[config.mk]
export PLATFORM = sky130hd
export DESIGN_NAME = wb_merge_queue_flat
export DESIGN_NICKNAME = d
export VERILOG_FILES = /design/src/rtl/wb_merge_queue_if.sv /design/src/rtl/wb_merge_queue.sv /design/src/flat_wrapper.sv
export SDC_FILE = /design/constraint.sdc
export NUM_CORES = 1
export LEC_CHECK = 0
export ABC_AREA = 1
export BUFFER_PORTS_ARGS = -buffer_cell sky130_fd_sc_hd__buf_2
export CELL_PAD_IN_SITES_DETAIL_PLACEMENT = 0
export CELL_PAD_IN_SITES_GLOBAL_PLACEMENT = 1
export CORE_MARGIN = 2
export CORE_UTILIZATION = 34
export DETAILED_ROUTE_END_ITERATION = 12
export PLACE_DENSITY_LB_ADDON = 0.1
export SYNTH_ARGS = -nofsm -noshare
export SYNTH_HDL_FRONTEND = slang
export SYNTH_SLANG_ARGS = --single-unit
[constraint.sdc]
create_clock -name Clk -period 7.48 [get_ports Clk]
set_clock_uncertainty 0.1 [all_clocks]
set_input_delay 1.87 -clock Clk [delete_from_list [all_inputs] [get_ports Clk]]
set_output_delay 1.87 -clock Clk [all_outputs]
set_load 0.01 [all_outputs]
[src/rtl/wb_merge_queue_if.sv]
// Write-back lane requests plus register-file write port and status, bundled
// between the pipeline (master) and the merge queue (slave).
interface wb_merge_queue_if;
  logic        In0Valid;
  logic [4:0]  In0Addr;
  logic [3:0]  In0BE;
  logic [31:0] In0Data;
  logic        In1Valid;
  logic [4:0]  In1Addr;
  logic [3:0]  In1BE;
  logic [31:0] In1Data;
  logic        InReady;
  logic [4:0]  WriteAddr;
  logic [3:0]  WriteEnable;
  logic [31:0] WriteData;
  logic [31:0] PendingMask;
  logic        Empty;

  modport master (
    output In0Valid, In0Addr, In0BE, In0Data,
    output In1Valid, In1Addr, In1BE, In1Data,
    input  InReady, WriteAddr, WriteEnable, WriteData, PendingMask, Empty
  );

  modport slave (
    input  In0Valid, In0Addr, In0BE, In0Data,
    input  In1Valid, In1Addr, In1BE, In1Data,
    output InReady, WriteAddr, WriteEnable, WriteData, PendingMask, Empty
  );
endinterface

[src/rtl/wb_merge_queue.sv]
// Merges two write-back lanes into one in-order register-file write stream,
// buffering overflow in a small FIFO and exporting a pending-register mask.
module wb_merge_queue #(
  parameter int unsigned DEPTH = 4
) (
  input logic              Clk,
  input logic              Clr_n,
  wb_merge_queue_if.slave  bus
);

  localparam int unsigned PtrW = $clog2(DEPTH);
  localparam int unsigned CntW = PtrW + 1;

  typedef struct packed {
    logic [4:0]  addr;
    logic [3:0]  be;
    logic [31:0] data;
  } item_t;

  item_t            mem_q [DEPTH];
  logic [PtrW-1:0]  wr_ptr_q, wr_ptr_d;
  logic [PtrW-1:0]  rd_ptr_q, rd_ptr_d;
  logic [CntW-1:0]  count_q, count_d;
  item_t            out_q, out_d;

  logic             in_ready;
  logic             eff0, eff1, merge;
  item_t            lane0, lane1, merged;
  item_t            item_a, item_b;
  logic [1:0]       n_items;
  logic             pop;
  logic             push0_en, push1_en;
  item_t            push0, push1;
  logic [CntW-1:0]  n_push;
  logic [31:0]      pending;

  assign in_ready = (CntW'(DEPTH) - count_q) >= CntW'(2);

  // Zero address or zero byte-enable lanes are accepted but produce nothing.
  assign eff0  = bus.In0Valid && in_ready && (bus.In0Addr != 5'd0) && (bus.In0BE != 4'd0);
  assign eff1  = bus.In1Valid && in_ready && (bus.In1Addr != 5'd0) && (bus.In1BE != 4'd0);
  assign merge = eff0 && eff1 && (bus.In0Addr == bus.In1Addr);

  assign lane0 = '{addr: bus.In0Addr, be: bus.In0BE, data: bus.In0Data};
  assign lane1 = '{addr: bus.In1Addr, be: bus.In1BE, data: bus.In1Data};

  always_comb begin
    merged      = lane0;
    merged.be   = bus.In0BE | bus.In1BE;
    for (int k = 0; k < 4; k++) begin
      if (bus.In1BE[k]) merged.data[8*k +: 8] = bus.In1Data[8*k +: 8];
    end
  end

  always_comb begin
    item_a  = '0;
    item_b  = '0;
    n_items = 2'd0;
    if (merge) begin
      item_a  = merged;
      n_items = 2'd1;
    end else if (eff0 && eff1) begin
      item_a  = lane0;
      item_b  = lane1;
      n_items = 2'd2;
    end else if (eff0) begin
      item_a  = lane0;
      n_items = 2'd1;
    end else if (eff1) begin
      item_a  = lane1;
      n_items = 2'd1;
    end
  end

  always_comb begin
    out_d    = out_q;
    pop      = 1'b0;
    push0_en = 1'b0;
    push1_en = 1'b0;
    push0    = item_a;
    push1    = item_b;
    if (count_q != '0) begin
      pop      = 1'b1;
      out_d    = mem_q[rd_ptr_q];
      push0_en = (n_items != 2'd0);
      push1_en = (n_items == 2'd2);
    end else if (n_items != 2'd0) begin
      // Bypass: first item skips the empty FIFO.
      out_d    = item_a;
      push0_en = (n_items == 2'd2);
      push0    = item_b;
    end else begin
      out_d.be = 4'd0;
    end
    n_push   = CntW'(push0_en) + CntW'(push1_en);
    count_d  = count_q + n_push - CntW'(pop);
    wr_ptr_d = wr_ptr_q + PtrW'(n_push);
    rd_ptr_d = rd_ptr_q + PtrW'(pop);
  end

  always_ff @(posedge Clk or negedge Clr_n) begin
    if (!Clr_n) begin
      wr_ptr_q <= '0;
      rd_ptr_q <= '0;
      count_q  <= '0;
      out_q    <= '0;
    end else begin
      wr_ptr_q <= wr_ptr_d;
      rd_ptr_q <= rd_ptr_d;
      count_q  <= count_d;
      out_q    <= out_d;
    end
  end

  always_ff @(posedge Clk) begin
    if (push0_en) mem_q[wr_ptr_q] <= push0;
    if (push1_en) mem_q[wr_ptr_q + PtrW'(1)] <= push1;
  end

  always_comb begin
    logic [PtrW-1:0] idx;
    pending = '0;
    idx     = '0;
    for (int unsigned i = 0; i < DEPTH; i++) begin
      idx = rd_ptr_q + PtrW'(i);
      if (CntW'(i) < count_q) pending[mem_q[idx].addr] = 1'b1;
    end
  end

  assign bus.InReady     = in_ready;
  assign bus.WriteAddr   = out_q.addr;
  assign bus.WriteEnable = out_q.be;
  assign bus.WriteData   = out_q.data;
  assign bus.PendingMask = pending;
  assign bus.Empty       = (count_q == '0) && (out_q.be == 4'd0);

endmodule

[src/flat_wrapper.sv]
// flat-port wrapper written by rule: the top's interface ports become plain ports
module wb_merge_queue_flat 
#(
  parameter int unsigned DEPTH = 4
)
  (Clk, Clr_n, bus_In0Valid, bus_In0Addr, bus_In0BE, bus_In0Data, bus_In1Valid, bus_In1Addr, bus_In1BE, bus_In1Data, bus_InReady, bus_WriteAddr, bus_WriteEnable, bus_WriteData, bus_PendingMask, bus_Empty);
  wb_merge_queue_if bus_i ();
  input logic Clk;
  input logic Clr_n;
  input wire logic [$bits(bus_i.In0Valid)-1:0] bus_In0Valid;
  input wire logic [$bits(bus_i.In0Addr)-1:0] bus_In0Addr;
  input wire logic [$bits(bus_i.In0BE)-1:0] bus_In0BE;
  input wire logic [$bits(bus_i.In0Data)-1:0] bus_In0Data;
  input wire logic [$bits(bus_i.In1Valid)-1:0] bus_In1Valid;
  input wire logic [$bits(bus_i.In1Addr)-1:0] bus_In1Addr;
  input wire logic [$bits(bus_i.In1BE)-1:0] bus_In1BE;
  input wire logic [$bits(bus_i.In1Data)-1:0] bus_In1Data;
  output wire logic [$bits(bus_i.InReady)-1:0] bus_InReady;
  output wire logic [$bits(bus_i.WriteAddr)-1:0] bus_WriteAddr;
  output wire logic [$bits(bus_i.WriteEnable)-1:0] bus_WriteEnable;
  output wire logic [$bits(bus_i.WriteData)-1:0] bus_WriteData;
  output wire logic [$bits(bus_i.PendingMask)-1:0] bus_PendingMask;
  output wire logic [$bits(bus_i.Empty)-1:0] bus_Empty;
  assign bus_i.In0Valid = bus_In0Valid;
  assign bus_i.In0Addr = bus_In0Addr;
  assign bus_i.In0BE = bus_In0BE;
  assign bus_i.In0Data = bus_In0Data;
  assign bus_i.In1Valid = bus_In1Valid;
  assign bus_i.In1Addr = bus_In1Addr;
  assign bus_i.In1BE = bus_In1BE;
  assign bus_i.In1Data = bus_In1Data;
  assign bus_InReady = bus_i.InReady;
  assign bus_WriteAddr = bus_i.WriteAddr;
  assign bus_WriteEnable = bus_i.WriteEnable;
  assign bus_WriteData = bus_i.WriteData;
  assign bus_PendingMask = bus_i.PendingMask;
  assign bus_Empty = bus_i.Empty;
  wb_merge_queue #(.DEPTH(DEPTH)) u_core (.Clk(Clk), .Clr_n(Clr_n), .bus(bus_i));
endmodule
==> qor.txt, run 1 <==
Sequential share of the synthesized area: 0.434
FF-to-FF Start: u_core.count_q[0]$_DFF_PN0_
Commonest non-fill, non-tap cells in the layout: nand2_1, edfxtp_1, buf_2
CP required: 5510 ps
Headroom to the max-slew limit: 0.117
Syn Area/Cell: 6.83 µm²
GRT met2 Usage: 0.412
CP startpoint kind: flop
Setup Slack @ Placement: 1950 ps
Post-cts resize count: 0
Crit-path max FO: 56
Setup tns final: 0 ps
Critical path's most frequent cell: nand2_1
Worst r2r path cells: 13
CP Capture Type: output port
Initial Utilization: 0.345
Yosys cell types: 41
Clk slew on worst S/H paths: 60 ps
Crit path time final: 6130 ps
Total Wirelength: 54.5 mm
Hold path cells: 2
GRT busiest layer: met2
Lkg Pwr: 7.72 nW
Fin worst setup slack: 1350 ps
Postcts setup bufs: 0
Vias: 13900
Share of layout cells above drive strength 1: 0.122
# hold bufs at CTS: 0
Placer Congestion: 0.902
Vias in the first global route: 13400
Avg WL per Cell: 20.1 µm
Max VDD drop: 0.000214 V
Total CTS buffers: 27
RSZ-0062 raised after global routing: no
Synth warnings: 0
Crit Path Class: reg -> out
Area growth, synth to finish: 14.0%
Final-stage net count: 2260
First-pass GRT wire length: 82.4 mm
Row cnt: 74
Outcome: completed
Count of pins over their slew limit: 0
Max frequency: 163 MHz
Boundary pin count: 161
H-tree levels: 1
Largest net degree at the start of global routing: 64
Initial antenna violation count: 1
CP peak stage delay: 820 ps
Min-delay src: u_core.bus.WriteData[28]$_DFFE_PN0P_
Commonest non-fill, non-tap cell in the layout: nand2_1
Highest-delay cell along the critical path: dfrtp_4
Critical path arrival: 4160 ps
Crit. Startpoint: u_core.rd_ptr_q[0]$_DFF_PN0_
Max_cap viols: 0
Mapped Nets: 2163
CTS tree: yes
Hold Path Sink: u_core.bus.WriteData[28]$_DFFE_PN0P_
Mapped cell area: 14100 µm²
FF-to-FF End: u_core.mem_q[0][3]$_DFFE_PP_
DR iter-0 viols: 1039
Hold Path Class: reg -> reg
Die area: 43200 µm²
Detailed-router iteration count before antenna repair: 6
Pwr dens: 502 nW/µm²
Fin. Hold Viols: 0
Clock sink count: 212
Vias/cell: 5.13
Synth Instances: 2067
# DRC: 0
Core area: 40900 µm²
Tot Pwr: 8.08 mW
Met1 Usage GRT: 0.334
Clock Tree Root: clkbuf_16
Die height: 208 µm
Global Route met3 Usage: 0.0327
Synth Register Bits: 212
Grt total ovfl: 0
WHS: 393 ps
Design area: 16100 µm²
Clk_lat worst skew: 540 ps
Crit path cell chain: buf_4 > nand2_1 > nand2_1 > inv_2 > nand2_1 > o21ai_1 > nor3_1 > nand2_1 > o21ai_1 > or2_1 > buf_2
GRT Overall Usage: 0.248
Tightest Pin Transition: 1320 ps
CTS Buffer Depth: 3
DP Area: 15200 µm²
DP HPWL: 33.9 mm
Port bufs: 160
Flop-to-flop setup slack: 3470 ps
Post-route ant nets: 0
Final setup violation count: 0
Post-route clock period utilization: 0.819
Die width: 208 µm
-- kinds of logic after synthesis --
group | share of synthesized area
adder cells (fa/ha/maj) | 0.00939
buffers and inverters | 0.0659
AND/OR/NAND/NOR | 0.390
multiplexers | 0.00718
AO/OA/AOI/OAI | 0.0885
XOR/XNOR | 0.00496
flip-flops | 0.434
-- Yosys cell counts, drive strengths merged --
library cell | n | area [µm²]
nand2 | 1126 | 4260
edfxtp | 164 | 4920
nand3 | 138 | 696
inv | 106 | 398
o21ai | 104 | 539
a21oi | 96 | 480
nor2 | 92 | 387
buf | 66 | 363
dfrtp | 48 | 1200
clkbuf | 45 | 169
o211ai | 17 | 128
ha | 9 | 113
mux2 | 9 | 101
nand4 | 9 | 62.6
nor3 | 7 | 51.3
o22ai | 6 | 37.5
a22oi | 5 | 37.5
or2 | 5 | 31.3
xnor2 | 5 | 43.8
o2111ai | 3 | 26.3
xor2 | 3 | 26.3
nand3b | 2 | 15.0
fa | 1 | 20.0
nor3b | 1 | 7.51
-- worst max-delay path by stage --
| stage | end | slack, ps | cells after the start |
|---|---|---|---|
| after floorplan | u_core.mem_q[0][0]$_DFFE_PP_ | 3110 | 10 |
| after detailed placement | bus_PendingMask[9] | 1950 | 10 |
| after global placement | bus_PendingMask[9] | 1960 | 10 |
| final | bus_PendingMask[17] | 1350 | 11 |
| after global routing | bus_PendingMask[13] | 960 | 11 |
| after CTS | bus_PendingMask[9] | 1360 | 10 |
-- critical path: cells and delay by family, from the launching register on --
kind | cells | cell delay, ps
flip-flops | 1 | 820
AND/OR/NAND/NOR | 6 | 1580
AO/OA/AOI/OAI | 2 | 230
buffers and inverters | 3 | 940
-- sequential cells by signal, summed over array words and instances, names as in the netlist --
name                    cells
u_core.mem_q              164
u_core.bus.WriteData       32
u_core.bus.WriteAddr        5
u_core.bus.WriteEnable      4
u_core.count_q              3
u_core.rd_ptr_q             2
u_core.wr_ptr_q             2
-- through the flow --
step,util,cells
finish,0.393,2718
global route,0.393,2718
CTS,0.393,2717
detailed placement,0.372,2667
global placement,0.372,2667
floorplan,-,2067
-- metal layers --
metal,up-vias,share of wire
met5,-,0
met4,0,0.029
met3,89,0.054
met2,411,0.47
met1,6608,0.45
li1,6841,-
-- power breakdown --
part	internal, mW	switching [mW]
Combinational	1.20	3.25
Sequential	2.13	0.231
Clock	0.744	0.525
-- cell type report --
type / instances / area (µm²)
Multi-Input combinational cell: 1638 / 7100
Inverter: 106 / 399
Sequential cell: 212 / 6130
Timing Repair Buffer: 179 / 943
Fill cell: 4418 / 24800
Clock inverter: 7 / 71.3
Tap cell: 532 / 666
Clock buffer: 43 / 776
Antenna cell: 1 / 2.50
Note: power is estimated with default switching activity, not from simulation.
==> inputs of run 2 (changes only) <==
==> constraint.sdc (replaced) <==
create_clock -name Clk -period 6.3 [get_ports Clk]
set_clock_uncertainty 0.1 [all_clocks]
set_input_delay 1.575 -clock Clk [delete_from_list [all_inputs] [get_ports Clk]]
set_output_delay 1.575 -clock Clk [all_outputs]
set_load 0.01 [all_outputs]
==> run 2 against run 1 <==
Sequential share of layout area fell by 0.24 points. Via count rose by 0.16%. Core utilization rose by 0.25 points. Count of clock-buffer cells in the layout fell by 6. Largest power group unchanged. Highest routed layer unchanged.
==> qor.txt, run 2 (synthesis results as in run 1) <==
Port bufs: 160
Outcome: completed
Share of layout cells above drive strength 1: 0.126
Die area: 43200 µm²
Max frequency: 179 MHz
Post-route ant nets: 0
Initial Utilization: 0.345
Max VDD drop: 0.000220 V
Die height: 208 µm
Crit-path max FO: 53
Initial antenna violation count: 3
Vias in the first global route: 13300
First-pass GRT wire length: 82.9 mm
Post-route core utilization: 0.396
CP Capture Type: output port
Total CTS buffers: 27
Headroom to the max-slew limit: 0.161
Max_cap viols: 0
Lkg Pwr: 7.77 nW
Flop-to-flop setup slack: 2320 ps
Postcts setup bufs: 0
Clock Tree Root: clkbuf_16
Setup tns final: 0 ps
Grt total ovfl: 0
Clock sink count: 212
Pwr dens: 602 nW/µm²
GRT Overall Usage: 0.250
Clk_lat worst skew: 550 ps
WHS: 391 ps
Critical path arrival: 3900 ps
DR iter-0 viols: 1191
Post-cts resize count: 0
Placer Congestion: 0.878
Final setup violation count: 0
Crit Path Class: reg -> out
FILL cells: 4351
Commonest non-fill, non-tap cells in the layout: nand2_1, edfxtp_1, buf_2
Area growth, synth to finish: 14.7%
Fin. Hold Viols: 0
Clk slew on worst S/H paths: 60 ps
Crit path time final: 5570 ps
CP startpoint kind: flop
Die width: 208 µm
Largest register FFs: 164
RSZ-0062 raised after global routing: no
Count of pins over their slew limit: 0
Vias/cell: 5.13
# hold bufs at CTS: 0
Tightest Pin Transition: 1260 ps
Final-stage net count: 2266
Core area: 40900 µm²
Crit path cell chain: inv_2 > nand2_1 > nand2_1 > inv_2 > o21ai_1 > nor3_1 > nand3_1 > o211ai_1 > buf_2
Hold Path Class: reg -> reg
Largest net degree at the start of global routing: 61
# DRC: 0
CP required: 4620 ps
Avg WL per Cell: 20.3 µm
Total Wirelength: 55.4 mm
Highest-delay cell along the critical path: nor3_1
CP peak stage delay: 810 ps
CTS tree: yes
Post-route clock period utilization: 0.885
Boundary pin count: 161
Vias: 14000
DP HPWL: 35.1 mm
Largest reg by FF count: u_core.mem_q
CTS Buffer Depth: 3
Detailed-router iteration count before antenna repair: 6
Row cnt: 74
Commonest non-fill, non-tap cell in the layout: nand2_1
H-tree levels: 1
[run 2: power by group]
group	internal (mW)	leakage, nW	switching [mW]
sequential	2.53	2.13	0.284
combinational	1.45	5.21	3.89
clock	0.951	0.430	0.644
total	4.92	7.77	4.82
[run 2: worst paths after layout]
| check | from | to | cells past startpoint |
|---|---|---|---|
| setup / recovery | u_core.rd_ptr_q[0]$_DFF_PN0_ | bus_PendingMask[9] | 9 |
| hold / removal | u_core.bus.WriteData[2]$_DFFE_PN0P_ | u_core.bus.WriteData[2]$_DFFE_PN0P_ | 2 |
| setup reg to reg | u_core.count_q[0]$_DFF_PN0_ | u_core.count_q[2]$_DFF_PN0_ | 16 |
| hold reg to reg | u_core.bus.WriteData[2]$_DFFE_PN0P_ | u_core.bus.WriteData[2]$_DFFE_PN0P_ | 2 |
| max in group asynchronous | Clr_n | u_core.rd_ptr_q[0]$_DFF_PN0_ | 2 |
| min in group asynchronous | Clr_n | u_core.bus.WriteEnable[3]$_DFF_PN0_ | 2 |
[run 2: critical path: cells and delay by family (launching register included)]
| family | cells | cell delay, ps |
|---|---|---|
| compound gates | 2 | 350 |
| simple gates | 4 | 1380 |
| buf+inv | 3 | 820 |
| flops | 1 | 760 |
[run 2: through the flow]
step                std cells  instance area [µm²]  power (mW)  setup slack, ps
floorplan                2067                14100        6.25             2230
global placement         2673                15300        8.17             1400
detailed placement       2673                15300        8.20             1360
CTS                      2723                16200        9.81              760
global route             2725                16200        10.5              376
finish                   2726                16200        9.74              727
[run 2: final cells by class]
class                   count  area [µm²]  area share
diodes                      3        7.51    0.000464
clock buffers              37         743      0.0459
clock inverters            13         158     0.00974
inverters                 106         399      0.0246
multi-input cells        1638        7100       0.438
flip-flops and latches    212        6130       0.379
well taps                 532         666      0.0411
repair buffers            185         988      0.0610
[run 2: layer usage]
layer / vias up / track usage / part of all wire
met1: 6542 / 0.335 / 0.44
met3: 92 / 0.0357 / 0.062
met4: 0 / 0.0822 / 0.029
li1: 6858 / - / -
met5: - / 0 / 0
met2: 480 / 0.417 / 0.47
==> inputs of run 3 (changes only) <==
--- a/config.mk
+++ b/config.mk
@@ -11,6 +11,7 @@
 export CELL_PAD_IN_SITES_GLOBAL_PLACEMENT = 1
 export CORE_MARGIN = 2
 export CORE_UTILIZATION = 34
+export CTS_BUF_LIST = sky130_fd_sc_hd__clkbuf_4 sky130_fd_sc_hd__clkbuf_8 sky130_fd_sc_hd__clkbuf_16
 export DETAILED_ROUTE_END_ITERATION = 12
 export PLACE_DENSITY_LB_ADDON = 0.1
 export SYNTH_ARGS = -nofsm -noshare
==> run 3 against run 2 <==
Register-to-register slack hardly changed. Critical endpoint unchanged. First-iteration DRC count is 8.6% higher. Count of clock-buffer cells in the layout stayed put. Critical path type unchanged. Flip-flop and latch count stayed put. Die area stayed put. Critical path depth stayed put. Power is 0.48% higher. Cell count stayed put. Via count hardly changed. Non-clock buffer count stayed put. Sequential share of layout area is 0.061 points lower. Clock power hardly changed.
==> qor.txt, run 3 (synthesis results as in run 1) <==
# hold bufs at CTS: 0
Setup tns final: 0 ps
Pwr dens: 604 nW/µm²
Crit Path Class: reg -> out
Boundary pin count: 161
Total CTS buffers: 27
DR iter-0 viols: 1294
RSZ-0062 raised after global routing: no
CP required: 4620 ps
H-tree levels: 1
Commonest non-fill, non-tap cells in the layout: nand2_1, edfxtp_1, buf_2
Max VDD drop: 0.000220 V
Clk pwr share: 0.166
Gate power share: 0.547
Design area: 16200 µm²
GRT Overall Usage: 0.251
Post-route clock period utilization: 0.886
Outcome: completed
Lkg Pwr: 7.79 nW
Hold Path Class: reg -> reg
Port bufs: 160
Crit-path max FO: 53
Final-stage net count: 2266
Final setup violation count: 0
Switching part of the total: 0.494
CP startpoint kind: flop
Vias: 14000
Clock Tree Root: clkbuf_16
Clock sink count: 212
Max frequency: 179 MHz
Headroom to the max-slew limit: 0.167
CP Capture Type: output port
Max_cap viols: 0
Fin. Hold Viols: 0
Share of layout cells above drive strength 1: 0.130
P_sw: 4.84 mW
Post-route ant nets: 0
Largest register FFs: 164
Critical path arrival: 3910 ps
Cell-internal power: 4.95 mW
Area growth, synth to finish: 14.9%
Row cnt: 74
Vias/cell: 5.13
Count of pins over their slew limit: 0
Vias in the first global route: 13300
Crit path cell chain: inv_2 > nand2_1 > nand2_1 > inv_2 > o21ai_1 > nor3_1 > nand3_1 > o211ai_1 > buf_2
FILL cells: 4352
Tightest Pin Transition: 1250 ps
Grt total ovfl: 0
CTS Buffer Depth: 3
Clk_lat worst skew: 550 ps
# DRC: 0
Detailed-router iteration count before antenna repair: 6
Multi-input logic area: 7100 µm²
Die height: 208 µm
Largest reg by FF count: u_core.mem_q
DP HPWL: 35.1 mm
Die width: 208 µm
Initial antenna violation count: 3
Placer Congestion: 0.878
CTS tree: yes
Clk slew on worst S/H paths: 60 ps
Core area: 40900 µm²
Hold path cells: 2
CP peak stage delay: 810 ps
Largest net degree at the start of global routing: 61
Avg WL per Cell: 20.4 µm
Worst r2r path cells: 16
Flop-to-flop setup slack: 2320 ps
Post-cts resize count: 0
Total Wirelength: 55.6 mm
Die area: 43200 µm²
Sequential power share: 0.287
Register area: 6130 µm²
Initial Utilization: 0.345
DP Area: 15300 µm²
Highest-delay cell along the critical path: nor3_1
First-pass GRT wire length: 83.0 mm
Postcts setup bufs: 0
Crit path time final: 5580 ps
Commonest non-fill, non-tap cell in the layout: nand2_1
## run 3: cell counts in the layout (fill, tap and decap cells not counted)
No cell type changed its count.
## run 3: power groups by stage
stage	sequential [mW]	combinational, mW	clock (mW)
global placement	2.83	5.35	0
global route	2.89	5.97	1.70
CTS	2.81	5.38	1.65
finish	2.81	5.35	1.63
floorplan	2.81	3.44	0
detailed placement	2.84	5.36	0
## run 3: final cells by class
type / count / area share
Multi-Input combinational cell: 1638 / 0.438
Sequential cell: 212 / 0.378
Timing Repair Buffer: 185 / 0.0609
Clock buffer: 37 / 0.0474
Tap cell: 532 / 0.0410
Inverter: 106 / 0.0246
Clock inverter: 13 / 0.00972
Antenna cell: 3 / 0.000463
## run 3: final timing paths
path	start	endpoint
max reg2reg	u_core.count_q[0]$_DFF_PN0_	u_core.count_q[2]$_DFF_PN0_
min in group asynchronous	Clr_n	u_core.bus.WriteEnable[3]$_DFF_PN0_
min reg2reg	u_core.bus.WriteData[2]$_DFFE_PN0P_	u_core.bus.WriteData[2]$_DFFE_PN0P_
max	u_core.rd_ptr_q[0]$_DFF_PN0_	bus_PendingMask[9]
min	u_core.bus.WriteData[2]$_DFFE_PN0P_	u_core.bus.WriteData[2]$_DFFE_PN0P_
max in group asynchronous	Clr_n	u_core.rd_ptr_q[0]$_DFF_PN0_
## run 3: routing by layer
| layer | up-vias | global-route usage | share of wire |
|---|---|---|---|
| met4 | 0 | 0.0817 | 0.028 |
| met3 | 89 | 0.0357 | 0.058 |
| met5 | - | 0 | 0 |
| met1 | 6576 | 0.334 | 0.44 |
| met2 | 445 | 0.418 | 0.47 |
| li1 | 6865 | - | - |
## run 3: metrics by stage
step / worst slack, ps / hold WS [ps] / util / instances / power [mW]
after floorplan: 2230 / 431 / - / 2067 / 6.25
after global routing: 377 / 412 / 0.396 / 2725 / 10.6
after CTS: 760 / 396 / 0.396 / 2723 / 9.84
final: 720 / 392 / 0.396 / 2726 / 9.79
after global placement: 1400 / 377 / 0.373 / 2673 / 8.17
after detailed placement: 1360 / 379 / 0.373 / 2673 / 8.20
## run 3: worst max-delay path, delay by kind of cell (launching register included)
| kind | cells | cell delay (ps) |
|---|---|---|
| simple gates | 4 | 1380 |
| buf+inv | 3 | 830 |
| flops | 1 | 770 |
| compound gates | 2 | 350 |
